## src/rtl/log_arb_pkg.sv

```systemverilog
// Shared types for the log2 engine arbiter: FSM state encoding and the
// {exponent, fraction} field widths of the engine result.
package log_arb_pkg;

  typedef enum logic [1:0] {
    ST_IDLE  = 2'd0,
    ST_ISSUE = 2'd1,
    ST_WAIT  = 2'd2,
    ST_RESP  = 2'd3
  } arb_state_t;

  localparam int EXP_W  = 3;
  localparam int FRAC_W = 5;

endpackage

```

## src/rtl/log_arbiter_rr_picker.sv

```systemverilog
// Combinational round-robin picker: first set request at or above ptr, with
// explicit wrap so non-power-of-2 requester counts work.
module rr_picker #(
  parameter int NUM_REQ = 4,
  parameter int IDX_W   = $clog2(NUM_REQ)
) (
  input  logic [NUM_REQ-1:0] req_vld,
  input  logic [IDX_W-1:0]   ptr,
  output logic [IDX_W-1:0]   grant,
  output logic               any_vld
);

  function automatic logic [IDX_W-1:0] wrap_add(input logic [IDX_W-1:0] p, input int off);
    int s;
    s = int'(p) + off;
    if (s >= NUM_REQ) s = s - NUM_REQ;
    return IDX_W'(s);
  endfunction

  // Scan from the farthest offset down so the nearest set bit wins.
  always_comb begin
    grant = '0;
    for (int i = NUM_REQ-1; i >= 0; i--) begin
      if (req_vld[wrap_add(ptr, i)]) grant = wrap_add(ptr, i);
    end
  end

  assign any_vld = |req_vld;

endmodule

```

## src/rtl/log_arbiter.sv

```systemverilog
// Round-robin sequencer sharing one multi-cycle log2 engine among NUM_REQ
// requesters: accept, launch, wait for done or timeout, respond.
module log_arbiter #(
  parameter int DATA_WIDTH = 8,
  parameter int NUM_REQ    = 4,
  parameter int TIMEOUT    = 32
) (
  input  logic                          clk_i,
  input  logic                          rstn_i,
  input  logic [NUM_REQ-1:0]            req_valid_i,
  input  logic [NUM_REQ*DATA_WIDTH-1:0] req_data_i,
  output logic [NUM_REQ-1:0]            req_ready_o,
  output logic [NUM_REQ-1:0]            rsp_valid_o,
  output logic [DATA_WIDTH-1:0]         rsp_data_o,
  output logic                          rsp_err_o,
  output logic                          eng_start_o,
  output logic [DATA_WIDTH-1:0]         eng_operand_o,
  input  logic                          eng_done_i,
  input  logic [DATA_WIDTH-1:0]         eng_result_i
);
  import log_arb_pkg::*;

  localparam int IDX_W = $clog2(NUM_REQ);
  localparam int CNT_W = $clog2(TIMEOUT);

  arb_state_t              state_q, state_d;
  logic [IDX_W-1:0]        rr_ptr_q, grant_q, pick_idx;
  logic                    pick_any;
  logic [CNT_W-1:0]        cnt_q;
  logic [DATA_WIDTH-1:0]   operand_q, result_q;
  logic                    err_q;
  logic [DATA_WIDTH-1:0]   req_ops [NUM_REQ];
  logic                    cnt_last;

  for (genvar k = 0; k < NUM_REQ; k++) begin : g_ops
    assign req_ops[k] = req_data_i[k*DATA_WIDTH +: DATA_WIDTH];
  end

  rr_picker #(.NUM_REQ(NUM_REQ), .IDX_W(IDX_W)) u_pick (
    .req_vld (req_valid_i),
    .ptr     (rr_ptr_q),
    .grant   (pick_idx),
    .any_vld (pick_any)
  );

  assign cnt_last = (cnt_q == CNT_W'(TIMEOUT-1));

  always_comb begin
    state_d     = state_q;
    req_ready_o = '0;
    case (state_q)
      ST_IDLE: if (pick_any) begin
        req_ready_o[pick_idx] = 1'b1;
        state_d               = ST_ISSUE;
      end
      ST_ISSUE: state_d = ST_WAIT;
      ST_WAIT:  if (eng_done_i || cnt_last) state_d = ST_RESP;
      ST_RESP:  state_d = ST_IDLE;
      default:  state_d = ST_IDLE;
    endcase
  end

  // Response and launch are pure decodes of registered state.
  always_comb begin
    rsp_valid_o = '0;
    if (state_q == ST_RESP) rsp_valid_o[grant_q] = 1'b1;
  end

  assign rsp_data_o    = (state_q == ST_RESP) ? result_q : '0;
  assign rsp_err_o     = (state_q == ST_RESP) & err_q;
  assign eng_start_o   = (state_q == ST_ISSUE);
  assign eng_operand_o = operand_q;

  always_ff @(posedge clk_i or negedge rstn_i) begin
    if (!rstn_i) begin
      state_q   <= ST_IDLE;
      rr_ptr_q  <= '0;
      grant_q   <= '0;
      cnt_q     <= '0;
      operand_q <= '0;
      result_q  <= '0;
      err_q     <= 1'b0;
    end else begin
      state_q <= state_d;
      case (state_q)
        ST_IDLE: if (pick_any) begin
          grant_q   <= pick_idx;
          operand_q <= req_ops[pick_idx];
        end
        ST_ISSUE: cnt_q <= '0;
        // Done wins over a timeout landing in the same cycle.
        ST_WAIT: begin
          if (eng_done_i) begin
            result_q <= eng_result_i;
            err_q    <= 1'b0;
          end else if (cnt_last) begin
            result_q <= '0;
            err_q    <= 1'b1;
          end else begin
            cnt_q <= cnt_q + 1'b1;
          end
        end
        ST_RESP: rr_ptr_q <= (grant_q == IDX_W'(NUM_REQ-1)) ? '0 : grant_q + 1'b1;
        default: ;
      endcase
    end
  end

endmodule

```

## config.mk

```make
export PLATFORM = sky130hd
export DESIGN_NAME = log_arbiter
export DESIGN_NICKNAME = d
export VERILOG_FILES = /design/src/rtl/log_arb_pkg.sv /design/src/rtl/log_arbiter_rr_picker.sv /design/src/rtl/log_arbiter.sv
export SDC_FILE = /design/constraint.sdc
export NUM_CORES = 1
export LEC_CHECK = 0
export ABC_AREA = 1
export CAP_MARGIN = 15
export CORE_AREA = 2 2 70 72
export CTS_BUF_LIST = sky130_fd_sc_hd__clkbuf_8 sky130_fd_sc_hd__clkbuf_16
export DETAILED_ROUTE_END_ITERATION = 10
export DIE_AREA = 0 0 72 74
export GPL_TIMING_DRIVEN = 0
export PLACE_DENSITY = 0.82
export SYNTH_ARGS = -nofsm -noshare
export SYNTH_HDL_FRONTEND = slang
export SYNTH_HIERARCHICAL = 1
export SYNTH_SLANG_ARGS = --single-unit
```

## constraint.sdc

```tcl
create_clock -name clk_i -period 2.09 [get_ports clk_i]
set_input_delay 0.418 -clock clk_i [delete_from_list [all_inputs] [get_ports clk_i]]
set_output_delay 0.418 -clock clk_i [all_outputs]
set_load 0.02 [all_outputs]
```

Word-level counts from Yosys, hierarchy flattened. Cells that the tools add are included.

Output and inout port bits: 26. Register bits: 28.

Muxes and demuxes: 38. Magnitude comparators: 13. $add $sub $neg: 9. Equality and inequality tests: 9. Reductions and logical operators: 11. Bitwise operators: 2.

Operators with widths (count): 8-bit two-way mux (5); 2-bit two-way mux (11); 2-bit by 3-bit less-than comparator with 1-bit output (second input constant) (6); 8-bit binary-select mux with 2-bit select (1); 3-bit >= comparator (second input constant) (4); 4-bit two-way mux (3); 5-bit two-way mux (2); 5-bit one-hot mux with 2 select lines (1); 1-bit binary-select mux with 2-bit select (4); 1-bit two-way mux (8); 2-bit inequality test (second input constant) (4); 2-bit one-hot mux with 4 select lines (1); 2-bit by 1-bit subtractor with 2-bit output (second input constant) (4); 2-bit by 2-bit adder with 3-bit output (second input constant) (2); 2-bit equality test (second input constant) (3); 2-bit AND reduction (3); 5-bit by 1-bit adder with 5-bit output (second input constant) (1); 5-bit equality test (second input constant) (1); 1-bit demux with 2-bit select (2); 2-bit by 1-bit >= comparator with 1-bit output (second input constant) (2); 2-bit nonzero test (2); 4-bit OR reduction (1); 2-bit by 1-bit adder with 3-bit output (second input constant) (1); 2-bit by 3-bit >= comparator with 1-bit output (second input constant) (1); other kinds (8) (9).

Logic depth before layout (Yosys ltp).
Word-level depth: 15. Gate-level depth with buffers: 19.

Hierarchy. Netlist, hierarchy kept.

By module, submodules not included: log_arbiter (cells each 217, area each 1767.9 um2, times used 1); rr_picker (cells each 50, area each 249.0 um2, times used 1).

Worst setup path after synthesis. Ideal clock, no wire load.

Path type: reg2out. Start point: register rr_ptr_q[0]. End point: output port req_ready_o[2]. Arrival: 1835 ps. Cell stages (with the launch flop): 10. Required time: 1672 ps. Setup slack: -163 ps. Path buffers: 1. Cell sequence: dfrtp_1 buf_6 inv_8 nand2_2 nand2_2 nor2_1 o21a_1 nor2_1 inv_2 nor3_1.

Cells in the longest elaborated chain, start to end: 15. Elaborated cells between the ends (all ways): 34. Classes of those cells: 7 x add/sub; 6 x order compare; 20 x mux; 1 x reduce/logical.

Ends and longest elaborated chain: start: declaration (RTL line log_arbiter.sv:27) `logic [IDX_W-1:0] rr_ptr_q, grant_q, pick_idx;`; start signal: assignment (RTL line log_arbiter.sv:103) `ST_RESP: rr_ptr_q <= (grant_q == IDX_W'(NUM_REQ-1)) ? '0 : grant_q + 1'b1;`; 2-bit by 2-bit adder with 3-bit output (RTL line log_arbiter_rr_picker.sv:15) `s = int'(p) + off;`; 3-bit >= comparator or 2-bit by 1-bit subtractor with 2-bit output (tied branches) (RTL line log_arbiter_rr_picker.sv:16) `if (s >= NUM_REQ) s = s - NUM_REQ;`; 2-bit two-way mux (RTL line log_arbiter_rr_picker.sv:16); 1-bit binary-select mux with 2-bit select (RTL line log_arbiter_rr_picker.sv:24) `if (req_vld[wrap_add(ptr, i)]) grant = wrap_add(ptr, i);`; 1-bit two-way mux (implied by the code) (RTL line log_arbiter_rr_picker.sv:24); 2-bit two-way mux (3 in a row) (RTL line log_arbiter_rr_picker.sv:24); 2-bit two-way mux * (RTL line log_arbiter_rr_picker.sv:24); net pick_idx[1] (RTL line log_arbiter.sv:27); 2-bit by 3-bit less-than comparator with 1-bit output (implied by the code) or 2-bit by 1-bit >= comparator with 1-bit output (tied branches) (RTL line log_arbiter.sv:53) `req_ready_o[pick_idx] = 1'b1;`; 1-bit logical AND (implied by the code) (RTL line log_arbiter.sv:53); 1-bit two-way mux (implied by the code) (RTL line log_arbiter.sv:53); 1-bit demux with 2-bit select * (RTL line log_arbiter.sv:53); 4-bit two-way mux * (RTL line log_arbiter.sv:52) `ST_IDLE: if (pick_any) begin`; 4-bit two-way mux * (RTL line log_arbiter.sv:51) `case (state_q)`; end: declaration (RTL line log_arbiter.sv:12) `output logic [NUM_REQ-1:0] req_ready_o,`.

Mark *: on every way through the listed nets, which the timed path passes. The rest lies on a longest branch. The select of a mux whose other input is x is not followed.

Worst setup path after layout. Ends and elaborated chain as after synthesis.

==> flow_summary_export.csv <==
group,metric,value,unit
cells_and_area,seq_area,703,µm²
power,clkPwrFrac,8.9,%
sta,fin_crit_sh,111,%
cells_and_area,antenna_cells,0,
synthesis,ys_seq_elements,28,
sta,final-hold-violation-count,0,
clock_network,cts_sinks,28,
cells_and_area,area_growth,52.7,%
power,power_density,1580,nW/µm²
floorplanning,core-area,4600,µm²
setup_path,crit_path_start_kind,"flop",
synthesis,netlist_top_cells_count,"nand2_1 (76), inv_1 (35), nand3_1 (33)",
global_route,grt_max_degree,18,
placement,gp_congestion,0.840,
sta,slew_violations,0,
run_status,status,"complete, but fails checks",
sta,max_freq,429,MHz
flow_run,cap_violations,0,
synthesis,ys.flop_type,"dfrtp_1",
setup_path,critPathKind,"flop to output port",
power,internal_power,2580,µW
detailed_routing,highest_layer,"met4",
setup_path,cp.arrival,1.91,ns
detailed_routing,drt_iter0_markers,78,
sta,post-route-worst-setup-slack,-0.239,ns
floorplanning,rows,25,
detailed_routing,routed_via_density,4.99,
setup_path,reg2reg_depth,17,
clock_network,cts_tree,"done",
detailed_routing,drtPass1Iterations,4,
clock_network,clk_latency,0.28,ns
power,peakVddDrop,1.02,mV
cells_and_area,multiInputGateArea,1150,µm²
synthesis,synth_fp_nets,324,
setup_path,crit_required,1.67,ns
detailed_routing,vias,2054,
floorplanning,start_util,43.9,%
cells_and_area,nNetsFinal,416,
clock_network,cts_buffer_depth,2,
sta,min_period,2.33,ns
sta,slew_headroom,57.4,%
global_route,antenna_found_initial,0,
global_route,globalRouteTotalUtil,20.8,%
cells_and_area,final_cell_area,3080,µm²
setup_path,end_kind,"output port",
placement,io_buffers,71,
synthesis,yosysUniqueCellTypes,28,
sta,finalClockSkew,0.00187,ns
run_status,violations,"setup timing",
hold_path,min_path_cells,3,
synthesis,synth_top_area_cell,"dfrtp_1",
clock_network,cts_hold_buf,0,
synthesis,yosysMostFrequentCell,"nand2_1",
sta,rsz0062_at_grt,"yes",
synthesis,ys_async_sr_fraction,100,%
synthesis,postSynthAreaPerCell,7.55,µm²
detailed_routing,wl_met3,217,µm
power,pwr-share-seq,19.7,%
clock_network,cts_root_buf,"clkbuf_8",
detailed_routing,dr_wl_met2,2830,µm
floorplanning,ios,73,
power,p_leak,0.00163,µW
clock_network,htreeDepth,1,
setup_path,crit_path_max_fanout,5,
cells_and_area,drive_above_1_share,22.6,%
detailed_routing,wl_per_cell,13.1,µm
synthesis,yosys_warnings,6,
setup_path,rrSetupSlack,-0.14,ns
sta,holdWs,0.408,ns
synthesis,synth_edf_count,0,
synthesis,synth_top_area_share,34.7,%
global_route,grt_pass1_vias,2049,
detailed_routing,drt_wl_total,5420,µm
floorplanning,die_width,72,µm
global_route,grt_pass1_wl,8800,µm
clock_network,numCtsBuffers,3,
power,p_sw_share,47.0,%
detailed_routing,drtAntennaViolNets,0,
placement,hpwl,3760,µm
detailed_routing,drcViolationCount,0,
placement,placed_area,2830,µm²
detailed_routing,wl_met1,2240,µm
floorplanning,fp.dieArea,5330,µm²
sta,setup_violations,5,
sta,tightest_slew,0.637,ns
synthesis,syn-cell-area,2020,µm²
clock_network,clk_pin_slew,0.10,ns
synthesis,ys_seq_area_share,34.7,%
power,power_frac_comb,71.4,%
power,power_switching,2290,µW
synthesis,syn_inst,267,
floorplanning,chipHeight,74,µm
hold_path,hold_class,"input port to flop",
synthesis,synth_area_leaders,"dfrtp_1 (35%), nand2_1 (14%), nand3_1 (8.2%), inv_1 (6.5%), ha_1 (6.2%)",
global_route,grt.overflow.total,0,
cells_and_area,fillers,387,
layout make-up:
cell class,instances,area share [%]
Buffer,8,2.60
Clock buffer,3,1.34
Clock inverter,1,0.975
Inverter,40,5.36
Multi-Input combinational cell,190,37.4
Sequential cell,28,22.8
Tap cell,54,2.19
Timing Repair Buffer,88,27.3
state kept, by name, indices dropped and copies added, names as in the netlist:
signal	cells
grant_q	2
rr_ptr_q	2
eng_operand_o	8
state_q	2
cnt_q	5
result_q	8
err_q	1
per-stage QoR:
stage | std cells | total power (µW) | worst slack, ns | util, % | TNS, ns
6_report | 412 | 4860 | -0.239 | 67.0 | -0.977
5_1_grt | 412 | 5210 | -0.327 | 67.0 | -1.60
4_1_cts | 411 | 4700 | -0.195 | 66.0 | -0.802
3_5_place_dp | 393 | 3780 | -0.963 | 61.5 | -5.52
3_3_place_gp | 392 | 3700 | -0.956 | 60.9 | -5.27
2_1_floorplan | 267 | 2930 | -0.00563 | - | -0.00563
cell usage in the layout, fill, tap and decap left out, drive strengths merged:
cell	instances
a21oi	3
buf	29
bufinv	1
clkbuf	3
clkdlybuf4s50	53
dfrtp	28
dlygate4sd2	14
ha	10
inv	40
mux2	2
nand2	91
nand3	33
nand4	3
nor2	12
nor3	2
o211ai	12
o21a	1
o21ai	8
or2	13
cells by family (layout without fill, tap and decap cells):
logic type      Yosys count  after routing  synth area share (%)
fa+ha+maj                10             10                  6.20
compound gates           24             24                  8.19
buf+inv                  49            140                  12.2
simple gates            154            154                  37.6
mux                       2              2                  1.12
flops                    28             28                  34.7
power by group through the flow:
stage	clock, µW	combinational, µW	sequential (µW)
global placement	0	2770	930
CTS	440	3310	944
global route	458	3770	982
finish	433	3470	956
detailed placement	0	2850	936
floorplan	0	1930	1000
timing repair:
item	CTS	global route
setup buffers	13	3
pin swaps	13	10
setup endpoints to repair	17	16
cloned	1	0
resized for setup	56	10
critical path, cell delays in order (launching register included):
cell and delay (ns):
dfrtp_1 0.42, buf_6 0.15, nand2_2 0.07, o21ai_4 0.06
nand2_1 0.08, nand2_1 0.07, o21a_1 0.20, nor2_4 0.19
inv_4 0.08, nor3_2 0.15, buf_4 0.16
metal layers:
layer,up-vias,track usage (%)
met3,9,2.71
met2,57,38.6
met4,0,8.60
met5,-,0
li1,1025,-
met1,963,24.3
final timing paths:
path,to,start
setup / recovery,req_ready_o[2],rr_ptr_q[0]$_DFFE_PN0P_
hold / removal,result_q[1]$_DFFE_PN0P_,eng_done_i
setup reg to reg,eng_operand_o[5]$_DFFE_PN0P_,rr_ptr_q[0]$_DFFE_PN0P_
hold reg to reg,eng_operand_o[7]$_DFFE_PN0P_,eng_operand_o[7]$_DFFE_PN0P_
max in group asynchronous,state_q[0]$_DFFE_PN0P_,rstn_i
min in group asynchronous,result_q[6]$_DFFE_PN0P_,rstn_i
Note: power is estimated with default switching activity, not from simulation.
